### config.mk
export PLATFORM = sky130hd
export DESIGN_NAME = booth_pp_stream_flat
export DESIGN_NICKNAME = d
export VERILOG_FILES = /design/src/rtl/booth_pp_stream_pkg.sv /design/src/rtl/booth_pp_stream_if.sv /design/src/rtl/booth_pp_stream_row.sv /design/src/rtl/booth_pp_stream.sv /design/src/flat_wrapper.sv
export SDC_FILE = /design/constraint.sdc
export NUM_CORES = 2
export LEC_CHECK = 0
export CELL_PAD_IN_SITES_DETAIL_PLACEMENT = 0
export CELL_PAD_IN_SITES_GLOBAL_PLACEMENT = 1
export CORE_AREA = 4 4 479 481
export CTS_CLUSTER_SIZE = 12
export DETAILED_ROUTE_END_ITERATION = 10
export DIE_AREA = 0 0 483 485
export GPL_TIMING_DRIVEN = 0
export HOLD_SLACK_MARGIN = 0.02
export PLACE_DENSITY = 0.59
export SLEW_MARGIN = 30
export SYNTH_ARGS = -nofsm -noshare
export SYNTH_HDL_FRONTEND = slang
export SYNTH_HIERARCHICAL = 1
export SYNTH_SLANG_ARGS = --single-unit
### constraint.sdc
create_clock -name clk -period 56.5 [get_ports clk]
set_input_delay 11.3 -clock clk [delete_from_list [all_inputs] [get_ports clk]]
set_output_delay 11.3 -clock clk [all_outputs]
set_load 0.02 [all_outputs]
### src/rtl/booth_pp_stream_pkg.sv
// booth_pkg: Booth digit type, radix-4 encoder and width helpers
// shared by the partial-product generator and its row slices.
package booth_pkg;

  typedef struct packed {
    logic       neg;
    logic [1:0] mag;
  } booth_digit_t;

  function automatic int npp_of(input int w);
    return w / 2 + 1;
  endfunction

  function automatic int pw_of(input int w);
    return 2 * w;
  endfunction

  function automatic booth_digit_t booth_encode(input logic [2:0] b);
    booth_digit_t d;
    d = '0;
    unique case (b)
      3'b001, 3'b010: begin d.neg = 1'b0; d.mag = 2'd1; end
      3'b011:         begin d.neg = 1'b0; d.mag = 2'd2; end
      3'b100:         begin d.neg = 1'b1; d.mag = 2'd2; end
      3'b101, 3'b110: begin d.neg = 1'b1; d.mag = 2'd1; end
      default:        d = '0;
    endcase
    return d;
  endfunction

endpackage

### src/rtl/booth_pp_stream_if.sv
// booth_pp_stream_if: operand-in / rows-out valid-ready bundle.
// master drives operands and out_ready; slave is the generator.
interface booth_pp_stream_if
  import booth_pkg::*;
#(
  parameter int WIDTH = 32,
  parameter int TAG_W = 4
);
  localparam int NPP = npp_of(WIDTH);
  localparam int PW  = pw_of(WIDTH);

  logic                    in_valid;
  logic                    in_ready;
  logic [WIDTH-1:0]        x;
  logic [WIDTH-1:0]        y;
  logic                    is_signed;
  logic [TAG_W-1:0]        in_tag;
  logic                    out_valid;
  logic                    out_ready;
  logic [(NPP+1)*PW-1:0]   pp;
  logic [TAG_W-1:0]        out_tag;

  modport master (
    output in_valid, x, y, is_signed, in_tag, out_ready,
    input  in_ready, out_valid, pp, out_tag
  );

  modport slave (
    input  in_valid, x, y, is_signed, in_tag, out_ready,
    output in_ready, out_valid, pp, out_tag
  );

endinterface

### src/rtl/booth_pp_stream_row.sv
// booth_row: one radix-4 Booth partial-product row, already shifted
// into place; negative digits emit ~M and flag neg for the +1 row.
module booth_row
  import booth_pkg::*;
#(
  parameter int WIDTH = 32,
  parameter int IDX   = 0
) (
  input  logic [WIDTH:0]     ye,
  input  booth_digit_t       dig,
  output logic [2*WIDTH-1:0] row,
  output logic               neg
);
  localparam int MW = WIDTH + 2;
  localparam int PW = pw_of(WIDTH);

  logic [MW-1:0] m;
  logic [MW-1:0] v;
  logic [PW-1:0] ext;

  // magnitude select, conditional invert, sign-extend and place
  always_comb begin
    unique case (dig.mag)
      2'd1:    m = {ye[WIDTH], ye};
      2'd2:    m = {ye, 1'b0};
      default: m = '0;
    endcase
    v   = dig.neg ? ~m : m;
    ext = {{(PW-MW){v[MW-1]}}, v};
    row = ext << (2 * IDX);
  end

  assign neg = dig.neg;

endmodule

### src/rtl/booth_pp_stream.sv
// booth_pp_stream: two-stage radix-4 Booth partial-product generator
// with bubble-free valid/ready flow control on both sides.
import booth_pkg::*;

module booth_pp_stream #(
  parameter int WIDTH = 32,
  parameter int TAG_W = 4
) (
  input  logic               clk,
  input  logic               rst,
  booth_pp_stream_if.slave   bus
);
  localparam int NPP = npp_of(WIDTH);
  localparam int PW  = pw_of(WIDTH);
  localparam int XW  = WIDTH + 2;
  localparam int YW  = WIDTH + 1;
  localparam int OW  = (NPP + 1) * PW;

  logic             v1;
  logic [WIDTH-1:0] x1;
  logic [WIDTH-1:0] y1;
  logic             s1;
  logic [TAG_W-1:0] t1;

  logic             v2;
  logic [OW-1:0]    pp2;
  logic [TAG_W-1:0] t2;

  logic             adv1;
  logic             adv2;

  logic [XW-1:0]    xe;
  logic [XW:0]      xp;
  logic [YW-1:0]    ye;
  booth_digit_t     dig [NPP];
  logic [NPP-1:0]   neg;
  logic [PW-1:0]    corr;
  logic [OW-1:0]    pp_d;

  assign adv2 = !v2 || bus.out_ready;
  assign adv1 = !v1 || adv2;

  assign bus.in_ready  = adv1;
  assign bus.out_valid = v2;
  assign bus.pp        = pp2;
  assign bus.out_tag   = t2;

  assign xe = s1 ? {{2{x1[WIDTH-1]}}, x1} : {2'b00, x1};
  assign ye = s1 ? {y1[WIDTH-1], y1} : {1'b0, y1};
  assign xp = {xe, 1'b0};

  for (genvar i = 0; i < NPP; i++) begin : g_row
    assign dig[i] = booth_encode(xp[2*i+2 -: 3]);
    booth_row #(
      .WIDTH (WIDTH),
      .IDX   (i)
    ) u_row (
      .ye  (ye),
      .dig (dig[i]),
      .row (pp_d[i*PW +: PW]),
      .neg (neg[i])
    );
  end

  // +1 for every inverted row; positions 2i never overlap
  always_comb begin
    corr = '0;
    for (int i = 0; i < NPP; i++) begin
      corr[2*i] = neg[i];
    end
  end

  assign pp_d[NPP*PW +: PW] = corr;

  // stage 1: operand capture
  always_ff @(posedge clk or posedge rst) begin
    if (rst) begin
      v1 <= 1'b0;
      x1 <= '0;
      y1 <= '0;
      s1 <= 1'b0;
      t1 <= '0;
    end else if (adv1) begin
      v1 <= bus.in_valid;
      if (bus.in_valid) begin
        x1 <= bus.x;
        y1 <= bus.y;
        s1 <= bus.is_signed;
        t1 <= bus.in_tag;
      end
    end
  end

  // stage 2: encoded rows and tag, held while stalled
  always_ff @(posedge clk or posedge rst) begin
    if (rst) begin
      v2  <= 1'b0;
      pp2 <= '0;
      t2  <= '0;
    end else if (adv2) begin
      v2 <= v1;
      if (v1) begin
        pp2 <= pp_d;
        t2  <= t1;
      end
    end
  end

endmodule

### src/flat_wrapper.sv
// flat-port wrapper written by rule: the top's interface ports become plain ports
module booth_pp_stream_flat 
#(
  parameter int WIDTH = 32,
  parameter int TAG_W = 4
)
  (clk, rst, bus_in_valid, bus_x, bus_y, bus_is_signed, bus_in_tag, bus_out_ready, bus_in_ready, bus_out_valid, bus_pp, bus_out_tag);
  booth_pp_stream_if #(.WIDTH(WIDTH), .TAG_W(TAG_W)) bus_i ();
  input  logic clk;
  input  logic rst;
  input wire logic [$bits(bus_i.in_valid)-1:0] bus_in_valid;
  input wire logic [$bits(bus_i.x)-1:0] bus_x;
  input wire logic [$bits(bus_i.y)-1:0] bus_y;
  input wire logic [$bits(bus_i.is_signed)-1:0] bus_is_signed;
  input wire logic [$bits(bus_i.in_tag)-1:0] bus_in_tag;
  input wire logic [$bits(bus_i.out_ready)-1:0] bus_out_ready;
  output wire logic [$bits(bus_i.in_ready)-1:0] bus_in_ready;
  output wire logic [$bits(bus_i.out_valid)-1:0] bus_out_valid;
  output wire logic [$bits(bus_i.pp)-1:0] bus_pp;
  output wire logic [$bits(bus_i.out_tag)-1:0] bus_out_tag;
  assign bus_i.in_valid = bus_in_valid;
  assign bus_i.x = bus_x;
  assign bus_i.y = bus_y;
  assign bus_i.is_signed = bus_is_signed;
  assign bus_i.in_tag = bus_in_tag;
  assign bus_i.out_ready = bus_out_ready;
  assign bus_in_ready = bus_i.in_ready;
  assign bus_out_valid = bus_i.out_valid;
  assign bus_pp = bus_i.pp;
  assign bus_out_tag = bus_i.out_tag;
  booth_pp_stream #(.WIDTH(WIDTH), .TAG_W(TAG_W)) u_core (.clk(clk), .rst(rst), .bus(bus_i));
endmodule
Yosys cells after proc, flatten, opt, wreduce, memory -nomap -nowiden. Index checks and enable logic that the tools add are counted.

Flip-flop bits (word level): 908. Input bits: 73. Output and inout port bits: 1158. Logic and storage cells: 249.

Equal/unequal tests: 133. Muxes and demuxes: 53. Bitwise operators: 17. Reductions and logical operators: 38.

Operators with widths (count): one-hot mux 34 bit (2 select lines) (16); two-way mux 34 bit (17); inverter 34 bit (16); one-hot mux 3 bit (4 select lines) (16); == test 3 bit (second input constant) (48); == test 3 x 2 -> 1 bit (second input constant) (32); one-hot mux 32 bit (2 select lines) (1); OR reduction 2 bit (32); == test 3 x 1 -> 1 bit (second input constant) (16); == test 2 bit (second input constant) (19); == test 2 x 1 -> 1 bit (second input constant) (18); two-way mux 33 bit (1); two-way mux 32 bit (1); inverter 32 bit (1); one-hot mux 3 bit (3 select lines) (1); AND reduction 2 bit (2); logical NOT 1 bit (2); logical OR 1 bit (2).

Logic depth before layout (Yosys ltp).
Depth in word-level cells: 8. Gate-level depth with buffers: 11. Mapped depth without buffers: 9.

Hierarchy. The synthesis kept the hierarchy.

By module, submodules not included: booth_pp_stream (times used 1, cells each 2636, area each 45104.5 um^2, sequential area each 29528.3 um^2); booth_row (u_core.g_row[14].u_row ...) (times used 11, cells each 153, area each 1098.6 um^2, sequential area each 0.0 um^2); booth_row (u_core.g_row[10].u_row ...) (times used 4, cells each 153, area each 1116.1 um^2, sequential area each 0.0 um^2); booth_row (u_core.g_row[0].u_row) (times used 1, cells each 152, area each 1112.3 um^2, sequential area each 0.0 um^2); booth_row (u_core.g_row[16].u_row) (times used 1, cells each 147, area each 1019.7 um^2, sequential area each 0.0 um^2).

Worst setup path before layout. Ideal clock, no wire load.

Kind: input port to output port. Start point: input bus_out_ready. End point: output bus_in_ready. Data arrival time: 11.583 ns. Data required time: 45.200 ns. Slack: 33.617 ns. Cell stages on the path: 1. Cells stage by stage: nand3b_1.

Longest elaborated chain between the ends: 2.

RTL lines: start: declaration (RTL line flat_wrapper.sv:16) `input wire logic [$bits(bus_i.out_ready)-1:0] bus_out_ready;`; logical OR 1 bit (RTL line booth_pp_stream.sv:40) `assign adv2 = !v2 || bus.out_ready;`; logical OR 1 bit (RTL line booth_pp_stream.sv:41) `assign adv1 = !v1 || adv2;`; end: declaration (RTL line flat_wrapper.sv:17) `output wire logic [$bits(bus_i.in_ready)-1:0] bus_in_ready;`.

No other way between the ends.

Final worst setup path. Ends and elaborated chain as after synthesis.

==> impl_metrics.toml <==
[outcome]
status = "finished clean"

[floorplan]
floorplan.initialDensity_pct = 28.4
die_area_um2 = 234000
die-width_um = 483
die_h_um = 485
num_rows = 174
io_pins = 1231
core_region_area_um2 = 225000

[final_layout]
syn2layout_area_growth_pct = 36.5
drive_above_1_share_pct = 35.6
layout_commonest_cell = "clkdlybuf4s50_1"
fillers = 21900
finalNetCount = 7049
multi_input_area_um2 = 27100
seq_area_um2 = 29600
final_cell_mix = "clkdlybuf4s50_1 (1183), mux2_2 (1179), dfrtp_1 (1148)"
fin_util_pct = 38.8

[clocking]
clock-sinks = 1180
path_clk_slew_ns = 0.05
clock_latency_ns = 0.81
cts_setup_buffers = 0
cts-root-buf = "clkbuf_16"
cts_buffers = 154
clockBufferDepth = 3
hold_buffers = 0
postCtsResizedCells = 0
cts_tree = "built"
cts_max_level = 4

[yosys]
syn-mean-instance-area_um2 = 12.2
synth.area.top_cells = "dfrtp_1 (46%), mux2_2 (21%), xor2_1 (7.7%), buf_4 (7.3%), a22oi_1 (6.3%)"
synth-edff-count = 0
ys.warnings.count = 6
synth.largest_area_cell = "dfrtp_1"
netlist_area_um2 = 63800
synth.distinct_cells = 30
synth_top_area_share_pct = 46.3
ys_ff_latch = 1180
netlist_instances = 5230
seq_area_frac_synth_pct = 46.3
synthArstFlopShare_pct = 100
synth_flop_cell = "dfrtp_1"

[critical_path]
required_ns = 45.20
worstSetupStartpointType = "primary input"
critPathSlowestCell = "clkdlybuf4s50_1"
critPathMaxStageDelay_ns = 0.65
worstReg2RegStart = "u_core/x1[7]"
rrSetupSlack_ns = 53.32
r2r_cells = 12
crit_start = "bus_out_ready"
endpoint_kind = "output pin"
crit_path_max_fanout = 3
reg2reg_to = "u_core/bus.pp[315]"
endpoint = "bus_in_ready"
crit_top_cell = "clkdlybuf4s50_1"
critPathKind = "in -> out"
arrival_ns = 12.58
worstPathCellList = "clkdlybuf4s50_1 > nand3b_1 > clkdlybuf4s50_1"

[power_and_ir_drop]
totalPowerFinal_mw = 4.73
power.clock.fraction_pct = 21.0
intPower_mw = 2.86
p_leak_nw = 39.3
p_sw_mw = 1.88
ir_worst_vdd_mv = 0.0298
p_seq_share_pct = 29.4
swShare_pct = 39.7
p_comb_share_pct = 49.6
power_density_nw_per_um2 = 54.4

[grt]
track_usage_pct = 21.3
grt-ovfl-total = 0
grt_pass1_wl_um = 361000
antenna_found_initial = 33
grt_pass1_vias = 45800
grt_max_degree = 87

[drt]
ant_nets = 0
vias_per_cell = 4.49
drt_pass1_iterations = 5
drt_iter0_markers = 2515
wire_per_inst_um = 25.5
wl_um = 257000
drc = 0
num_vias = 45200

[place]
hpwl_um = 197000
gp_congestion = 0.783
portBuffers = 1183

[timing]
hold_violations = 0
drv_slew = 0
fin_skew_ns = 0.0414
fmax_ghz = 0.0419
maxSlewHeadroom_pct = 37.4
rsz0062_at_grt = "no"
fin_crit_sh_pct = 42.3
min_period_ns = 23.88
setup_viol = 0
worst_pin_slew_ns = 0.937

[hold_path]
hp-class = "reg -> reg"

[flow_run]
max_cap_viol_count = 0
[layer usage]
metal / routed length (µm) / global-route usage [%] / vias up
met5: 240 / 0 / -
met3: 20400 / 7.28 / 315
met2: 121000 / 35.0 / 1379
li1: - / - / 20500
met4: 6750 / 5.51 / 36
met1: 108000 / 26.8 / 22900
[per-stage QoR]
step	area [µm²]	TNS (ns)	std cells	hold WS [ns]	setup slack (ns)
2_1_floorplan	64900	0	5536	0.457	11.96
3_3_place_gp	80500	-6606.42	9711	0.482	-5.89
3_5_place_dp	81900	0	9774	0.487	32.62
4_1_cts	87000	0	10100	0.503	32.61
5_1_grt	87000	0	10100	0.507	32.59
6_report	87100	0	10100	0.500	32.62
[state kept, by name, indices dropped and copies added, names as in the netlist]
name,count
u_core/bus.pp,1105
u_core/x1,32
u_core/bus.out_valid,1
u_core/bus.out_tag,4
u_core/s1,1
u_core/y1,32
u_core/v1,1
u_core/t1,4
[logic make-up after synthesis]
logic type      share of synthesized area [%]
other cells                             0.100
flops                                    46.3
buf+inv                                  13.2
xor+xnor                                 8.10
mux                                      20.8
simple gates                             3.78
fa+ha+maj                               0.745
compound gates                           6.92
[power groups by stage]
| stage | registers, mW | clock network, mW | logic (mW) |
|---|---|---|---|
| 6_report | 1.39 | 0.994 | 2.35 |
| 5_1_grt | 1.43 | 1.06 | 2.48 |
| 4_1_cts | 1.40 | 1.03 | 2.38 |
| 3_5_place_dp | 1.41 | 0 | 2.37 |
| 3_3_place_gp | 1.45 | 0 | 2.30 |
| 2_1_floorplan | 1.72 | 0 | 0.889 |
[final cells by class]
type | instances | share of cell area (%)
flip-flops and latches | 1180 | 34.1
multi-input cells | 3325 | 31.1
repair buffers | 1246 | 15.0
plain buffers | 978 | 9.47
clock buffers | 236 | 5.33
well taps | 2992 | 4.30
clock inverters | 45 | 0.517
inverters | 53 | 0.237
diodes | 10 | 0.0287
[how the worst min path moves through the flow]
stage                             startpoint               endpoint  slack, ns  depth (start not counted)
final                     u_core/bus.pp[900]     u_core/bus.pp[900]       0.50                          1
after global routing      u_core/bus.pp[256]     u_core/bus.pp[256]       0.51                          1
after CTS                       u_core/t1[2]  u_core/bus.out_tag[2]       0.50                          1
after detailed placement           u_core/v1   u_core/bus.out_valid       0.49                          1
after global placement             u_core/v1   u_core/bus.out_valid       0.48                          1
after floorplan                    u_core/v1   u_core/bus.out_valid       0.46                          1
[critical path: cells and delay by family]
| family | cells | cell delay [ns] |
|---|---|---|
| and+or+nand+nor | 1 | 0.15 |
| buffers and inverters | 2 | 1.12 |
[synthesized netlist by cell type, types with 14 or more instances]
| cell type | instances |
|---|---|
| a22oi_1 | 538 |
| buf_2 | 57 |
| buf_4 | 624 |
| buf_6 | 195 |
| buf_8 | 43 |
| clkbuf_1 | 19 |
| clkbuf_4 | 35 |
| conb_1 | 17 |
| dfrtp_1 | 1180 |
| ha_1 | 38 |
| inv_1 | 53 |
| mux2_2 | 1179 |
| nand2_1 | 22 |
| nand3_1 | 16 |
| nor2_1 | 548 |
| o211ai_2 | 16 |
| o21ai_0 | 14 |
| xnor2_1 | 32 |
| xor2_1 | 558 |
(Power assumes the default switching activity.)
